==> src/rtl/test1_alu.sv <==
// test1_alu: registered 5-bit signed add/sub/mul/div core with a 9-bit result,
// divide-by-zero and multiply-overflow flags, one-cycle latency, no backpressure.
`timescale 1ns/1ps
module test1_alu (
    input  logic       clk,
    input  logic       rst,
    input  logic       in_valid,
    input  logic [4:0] A,
    input  logic [4:0] B,
    input  logic [1:0] a_s,
    output logic [8:0] result,
    output logic       out_valid,
    output logic       div_by_zero,
    output logic       ovf
);
    typedef enum logic [1:0] {
        OP_ADD = 2'b00,
        OP_SUB = 2'b01,
        OP_MUL = 2'b10,
        OP_DIV = 2'b11
    } op_e;

    op_e               w_op;
    logic [8:0]        w_a_ext;
    logic [8:0]        w_b_ext;
    logic [8:0]        w_sum;
    logic [8:0]        w_diff;
    logic signed [9:0] w_prod;
    logic              w_mul_sat;
    logic [4:0]        w_a_mag;
    logic [4:0]        w_b_mag;
    logic [4:0]        w_q_mag;
    logic [5:0]        w_rem;
    logic              w_q_neg;
    logic              w_b_zero;
    logic [8:0]        w_q_ext;
    logic [8:0]        w_quot;
    logic [8:0]        w_res;
    logic              w_dbz;
    logic              w_ovf;

    logic [8:0]        r_result;
    logic              r_out_valid;
    logic              r_div_by_zero;
    logic              r_ovf;

    assign w_op    = op_e'(a_s);
    assign w_a_ext = {{4{A[4]}}, A};
    assign w_b_ext = {{4{B[4]}}, B};
    assign w_sum   = w_a_ext + w_b_ext;
    assign w_diff  = w_a_ext - w_b_ext;

    // 10-bit signed product holds every 5x5 case; only -16*-16 exceeds +255
    assign w_prod    = $signed({w_a_ext[8], w_a_ext}) * $signed({w_b_ext[8], w_b_ext});
    assign w_mul_sat = (w_prod == 10'sd256);

    assign w_a_mag  = A[4] ? (~A + 5'd1) : A;
    assign w_b_mag  = B[4] ? (~B + 5'd1) : B;
    assign w_q_neg  = A[4] ^ B[4];
    assign w_b_zero = (B == 5'd0);

    // Restoring division on magnitudes gives truncation toward zero once the sign is reapplied
    always_comb begin
        w_rem   = '0;
        w_q_mag = '0;
        for (int unsigned i = 0; i < 5; i++) begin
            w_rem = {w_rem[4:0], w_a_mag[3'(4 - i)]};
            if (w_rem >= {1'b0, w_b_mag}) begin
                w_rem                = w_rem - {1'b0, w_b_mag};
                w_q_mag[3'(4 - i)]   = 1'b1;
            end
        end
    end

    assign w_q_ext = {4'b0000, w_q_mag};
    assign w_quot  = w_q_neg ? (~w_q_ext + 9'd1) : w_q_ext;

    always_comb begin
        w_res = '0;
        w_dbz = 1'b0;
        w_ovf = 1'b0;
        case (w_op)
            OP_ADD: w_res = w_sum;
            OP_SUB: w_res = w_diff;
            OP_MUL: begin
                w_res = w_mul_sat ? 9'd255 : w_prod[8:0];
                w_ovf = w_mul_sat;
            end
            OP_DIV: begin
                if (w_b_zero) begin
                    w_dbz = 1'b1;
                end else begin
                    w_res = w_quot;
                end
            end
            default: w_res = '0;
        endcase
    end

    always_ff @(posedge clk or posedge rst) begin
        if (rst) begin
            r_result      <= '0;
            r_out_valid   <= 1'b0;
            r_div_by_zero <= 1'b0;
            r_ovf         <= 1'b0;
        end else begin
            r_out_valid <= in_valid;
            if (in_valid) begin
                r_result      <= w_res;
                r_div_by_zero <= w_dbz;
                r_ovf         <= w_ovf;
            end
        end
    end

    assign result      = r_result;
    assign out_valid   = r_out_valid;
    assign div_by_zero = r_div_by_zero;
    assign ovf         = r_ovf;

endmodule

==> config.mk <==
export PLATFORM = sky130hd
export DESIGN_NAME = test1_alu
export DESIGN_NICKNAME = d
export VERILOG_FILES = /design/src/rtl/test1_alu.sv
export SDC_FILE = /design/constraint.sdc
export NUM_CORES = 1
export LEC_CHECK = 0
export BUFFER_PORTS_ARGS = -buffer_cell sky130_fd_sc_hd__buf_2
export CAP_MARGIN = 40
export CORE_ASPECT_RATIO = 0.9
export CORE_MARGIN = 2
export CORE_UTILIZATION = 55
export DETAILED_ROUTE_END_ITERATION = 10
export PLACE_DENSITY = 0.74
export SYNTH_ARGS = -nofsm -noshare
export SYNTH_HDL_FRONTEND = slang
export SYNTH_SLANG_ARGS = --single-unit
export TNS_END_PERCENT = 5
==> constraint.sdc <==
create_clock -name clk -period 1.9 [get_ports clk]
set_input_delay 0.285 -clock clk [delete_from_list [all_inputs] [get_ports clk]]
set_output_delay 0.285 -clock clk [all_outputs]
set_load 0.02 [all_outputs]
# Word level (Yosys, flattened, before mapping)
# Cells that the tools add are included.
[word_totals]
ff_bits = 12
in_bits = 15
output_inout_bits = 12
word_cells = 47
[op_classes]
n_addsub = 9
multipliers = 1
magnitude_cmp = 5
n_eq_ne = 4
mux = 18
bitwise_logic = 4
reduce_logical = 2
[op_table]
columns = ["cell", "n"]
rows = [
  ["9-bit case mux with 4 select lines", 1],
  ["5-bit two-way mux", 6],
  ["9-bit two-way mux", 3],
  ["6-bit by 5-bit >= comparator with 1-bit output", 4],
  ["5-bit subtractor", 3],
  ["5-bit by 1-bit adder with 5-bit output (second input constant)", 2],
  ["10-bit == test (second input constant)", 1],
  ["5-bit by 5-bit multiplier with 10-bit output", 1],
  ["5-bit NOT", 2],
  ["9-bit by 1-bit adder with 9-bit output (second input constant)", 1],
  ["5-bit NOT with 9-bit output", 1],
  ["1-bit two-way mux", 8],
  ["5-bit by 5-bit adder with 6-bit output", 1],
  ["5-bit by 5-bit subtractor with 6-bit output", 1],
  ["1-bit by 5-bit >= comparator with 1-bit output", 1],
  ["5-bit logical NOT", 1],
  ["1-bit by 5-bit subtractor with 5-bit output", 1],
  ["2-bit == test (second input constant)", 2],
  ["2-bit by 1-bit == test with 1-bit output (second input constant)", 1],
  ["2-bit logical NOT", 1],
  ["1-bit XOR", 1],
]

# Depth between registers and ports, before layout
[logic_depth]
word_depth = 18
depth_mapped = 42
ltp_nobuf = 41

# Worst setup path after synthesis
# OpenSTA, ideal clock, no wires.
[synth_path]
path_kind = "input port to flip-flop"
from = "in B[1]"
to = "reg r_result[4] (netlist: result[4])"
setup_time_ns = 0.123
arrival_ns = 8.176
required_time_ns = 1.777
setup_slack_ns = -6.399
path_stages = 39
path_buffers = 1
cell_sequence = "inv_1 -> ha_1 -> mux2i_1 -> a21boi_0 -> nand2_1 -> a22oi_1 -> ha_1 -> a41oi_1 -> o21ai_0 -> a21oi_1 -> o21a_1 -> buf_6 -> mux2_2 -> ha_1 -> a21o_1 -> a21oi_1 -> a21oi_1 -> a31oi_1 -> [3 not listed] -> a21o_1 -> a21oi_1 -> o21ai_0 -> a31oi_1 -> o21ai_4 -> inv_4 -> mux2i_1 -> ha_1 -> a21o_1 -> a21oi_1 -> o21ai_0 -> a211oi_2 -> ha_1 -> and3_1 -> ha_1 -> a21oi_1 -> o221a_2 -> a21oi_1"
[synth_via]
elab_chain_len = 18
elab_cells_between_ends = 32
classes_between = "8 x add/sub; 1 x mul; 5 x order compare; 1 x eq/ne; 14 x mux; 2 x bitwise; 1 x reduce/logical"
[synth_rtl]
columns = ["item", "line_no", "rtl"]
rows = [
  ["from (decl)", "9", "input logic [4:0] B,"],
  ["5-bit NOT", "58", "assign w_b_mag = B[4] ? (~B + 5'd1) : B;"],
  ["5-bit by 1-bit adder with 5-bit output", "58", ""],
  ["5-bit two-way mux", "58", ""],
  ["1-bit by 5-bit subtractor with 5-bit output / 1-bit by 5-bit >= comparator with 1-bit output (equally long branches)", "69, 68", ""],
  ["5-bit two-way mux", "68", "if (w_rem >= {1'b0, w_b_mag}) begin"],
  ["5-bit subtractor / 6-bit by 5-bit >= comparator with 1-bit output (equally long branches)", "69, 68", ""],
  ["5-bit two-way mux", "68", ""],
  ["5-bit subtractor / 6-bit by 5-bit >= comparator with 1-bit output (equally long branches)", "69, 68", ""],
  ["[2 not listed]", "-", ""],
  ["5-bit two-way mux", "68", ""],
  ["6-bit by 5-bit >= comparator with 1-bit output", "68", ""],
  ["1-bit two-way mux", "68", ""],
  ["5-bit NOT with 9-bit output", "76", "assign w_quot = w_q_neg ? (~w_q_ext + 9'd1) : w_q_ext;"],
  ["9-bit by 1-bit adder with 9-bit output", "76", ""],
  ["9-bit two-way mux", "76", ""],
  ["9-bit two-way mux", "90", "if (w_b_zero) begin"],
  ["9-bit case mux with 4 select lines (*)", "82", "case (w_op)"],
  ["to (signal assigned)", "109", "r_result <= w_res;"],
  ["to (decl)", "42", "logic [8:0] r_result;"],
]
# Mark *: on every way between the ends. The rest lies on a longest branch, timed or not.
# A chain may end at the register's enable or synchronous reset.

# Worst setup path after layout
# Same ends and word-level chain as after synthesis.

==> summary.txt <==
Run status
  • Status: finished, violations left
  • Failing checks: setup timing

Clocking
  • Latest clock arrival within the worst-skew pair: 0.23 ns
  • Num CTS Buffers: 3
  • CTS clock-pin slew for the worst setup and hold paths: 0.06 ns
  • # hold bufs at CTS: 0
  • Clk buf depth: 2
  • Root buf cell: clkbuf_8
  • CTS tree: done
  • Sink Count: 12
  • H-tree levels: 1

Global routing
  • Gr usage total: 31.5%
  • Largest net degree at the start of global routing: 19
  • First-pass GRT wire length: 16800 um
  • Antenna violations before repair: 0
  • Vias in the first global route: 3732
  • GRT overflow: 0

Yosys
  • Syn. warnings: 0
  • Top cell type's share of synthesized area: 20.1%
  • Avg Cell Area, Syn: 8.23 um^2
  • #FFs+latches synth: 12
  • Post-Synthesis Net Count: 473
  • Cell area after synthesis: 3170 um^2
  • Post-synth EDFFs: 0
  • Cell taking the most area after synthesis: ha_1
  • Yosys cell types: 62
  • Seq/Total Area, Yosys: 9.48%
  • Ys flop type: dfrtp_1
  • Post-synthesis async set-or-reset flop share: 100%
  • Dominant cells by area after synthesis: ha_1 (20%), fa_1 (14%), dfrtp_1 (9.5%)
  • Post-Syn Instances: 385

Placed design
  • Dpl ws: -5.77 ns
  • Count of input and output buffers: 26
  • RePlAce Congestion: roughly 0.91
  • Placed cell area: 4410 um^2
  • HPWL after detailed placement: 8010 um

Routing
  • WL/cell: between 15 and 20 um
  • Final wirelength: 9930 um
  • Post-DRT Antenna Nets: 0
  • First drt pass iteration count: 5
  • Iter 0 DRT Violations: 278
  • Via Count: 3493
  • Drt drc: 0
  • Drt via density: around 5.7

Finish
  • Reg area: 300 um^2
  • Fill count: roughly 330
  • Layout cells sized above 1: 41.6%
  • Footprint of the multi-input gates: 2890 um^2
  • Layout area overhead: 48.3%
  • Ant. Diodes: 0
  • Final net count: 628
  • Design area: 4700 um^2

Power
  • Total power draw: 5.09 mW
  • VDD IR-drop max: 1170 uV
  • Switching power: 2.31 mW
  • Lkg Pwr: 2.39 nW
  • Flop pwr share: 6.8%
  • Clk pwr share: 5.4%
  • Comb pwr share: 87.8%
  • Switching portion of total power: 45.5%
  • Pwr Density: 1080 nW/um^2
  • P_int: 2.77 mW

Floorplanning
  • # rows: 26
  • Initial Util: between 50% and 60%
  • Die height: 76 um
  • Top-Level Pins: 27
  • Die Width: 84 um
  • Core area: 5630 um^2
  • Die area: 6380 um^2

Worst setup path
  • CP max stage delay: 0.51 ns
  • Crit path top cell by count: a21oi_2
  • Worst Setup End Kind: register
  • CP max stage cell: or4_4
  • Kind of critical path: in -> reg
  • Required time of the critical path: 2.02 ns
  • Worst EP arrival: 7.45 ns
  • Startpoint Class: primary input
  • Worst-path fanout max: 4

Timing
  • Fin. Hold Viols: 0
  • Period utilisation layout: 386%
  • Slew Limit Fails: 0
  • Rel. slew slack: 69.2%
  • Clock Skew: 0 ns
  • Crit path time final: 7.33 ns
  • Max Freq: between 100 and 150 MHz
  • Unrepaired setup endpoints after global routing: yes
  • Worst slew pin tran: 0.461 ns
  • Setup ws final: -5.43 ns
  • Final Setup Violations: 10

Run
  • Max Cap Viol: 0

Hold path
  • Worst hold path type: in -> async
==> through the flow <==
stage	util, %	TNS [ns]	cells	hold WS [ns]
floorplan	-	-47.65	385	0.150
global placement	78.4	-49.49	598	0.298
detailed placement	78.4	-52.01	598	0.308
CTS	81.9	-47.61	608	0.0496
global route	83.5	-52.11	609	0.0841
finish	83.5	-48.72	609	0.0431
==> final timing paths <==
| path | start | to | slack [ns] | cells after the start |
|---|---|---|---|---|
| worst max register to register | result[0] | result[0] | 1.03 | 4 |
| worst min register to register | div_by_zero | div_by_zero | 0.49 | 1 |
| max in group asynchronous | rst | ovf | 1.54 | 2 |
| worst min-delay path | rst | result[3] | 0.04 | 2 |
| min in group clk | in_valid | out_valid | 0.33 | 1 |
| worst max-delay path | B[1] | result[4] | -5.43 | 39 |
==> per-layer routing <==
metal,GRT usage (%),routed length (um)
met2,56.8,4990
met5,0,0
met4,10.0,252
met3,3.58,492
met1,39.3,4200
==> final cells by class <==
class                           count  area share, %
Multi-Input combinational cell    309           61.6
Timing Repair Buffer              159           24.5
Sequential cell                    12           6.39
Inverter                           55           4.53
Tap cell                           70           1.86
Clock buffer                        4           1.17
==> Yosys cell counts, types with 5 or more instances <==
cell      number
and2_1         6
clkbuf_1       6
nand2_1       25
a31oi_1        7
a21o_1        10
o21ai_0       19
xor2_1         9
nor2_1        29
fa_1          22
a21oi_1       25
inv_1         53
mux2i_1        8
xnor2_1       16
ha_1          51
nand3_1       10
dfrtp_1       12
mux2_2         5
==> cells by family (layout without fill, tap and decap cells) <==
group,after synthesis,in the layout,share of synthesized area [%]
XOR/XNOR,25,25,6.91
adder cells (fa/ha/maj),73,73,34.0
buffers and inverters,64,218,8.06
AO/OA/AOI/OAI,107,107,23.5
flip-flops,12,12,9.48
AND/OR/NAND/NOR,90,90,13.2
multiplexers,14,14,4.78
==> cells in the final DEF (no fill, tap or decap), types with 3 or more instances in the layout <==
| cell type | count |
|---|---|
| and2_1 | 6 |
| xnor2_1 | 15 |
| mux2i_4 | 4 |
| o2bb2ai_1 | 4 |
| dfrtp_1 | 12 |
| mux2_2 | 4 |
| ha_1 | 44 |
| a31oi_1 | 5 |
| buf_4 | 130 |
| inv_1 | 51 |
| nor2_1 | 28 |
| o21ai_0 | 15 |
| clkbuf_8 | 4 |
| o221a_2 | 3 |
| nor3_1 | 4 |
| mux2i_1 | 4 |
| fa_1 | 19 |
| a21o_1 | 10 |
| nand2_1 | 25 |
| fa_2 | 3 |
| a21oi_2 | 8 |
| xor2_1 | 9 |
| and3_1 | 4 |
| a21oi_1 | 17 |
| o31ai_1 | 3 |
| nand3_1 | 8 |
| nand2b_1 | 4 |
| o21ai_2 | 5 |
| buf_2 | 25 |
| buf_6 | 3 |
| ha_4 | 5 |
==> power groups by stage <==
stage / combinational (mW) / sequential [mW] / clock, mW
global placement: 3.84 / 0.345 / 0
CTS: 4.25 / 0.344 / 0.275
detailed placement: 3.98 / 0.347 / 0
finish: 4.46 / 0.345 / 0.277
global route: 4.87 / 0.350 / 0.289
floorplan: 2.30 / 0.420 / 0
==> worst max-delay path: cells and delay by family <==
family | cells | cell delay, ns
compound gates | 22 | 3.36
fa+ha+maj | 7 | 1.69
buf+inv | 4 | 0.39
mux | 4 | 1.02
simple gates | 2 | 0.66
==> sequential cells by signal (all words and copies together), names as in the netlist <==
signal and count:
result 9, out_valid 1, ovf 1, div_by_zero 1
==> what timing repair did <==
| item | 4_1_cts | 5_1_grt |
|---|---|---|
| hold endpoints to repair | 0 | 0 |
| pin swaps | 21 | 17 |
| setup endpoints to repair | 10 | 10 |
| setup buffers | 6 | 1 |
| gates resized for setup | 21 | 15 |
Power figures use the tool's default switching activity.
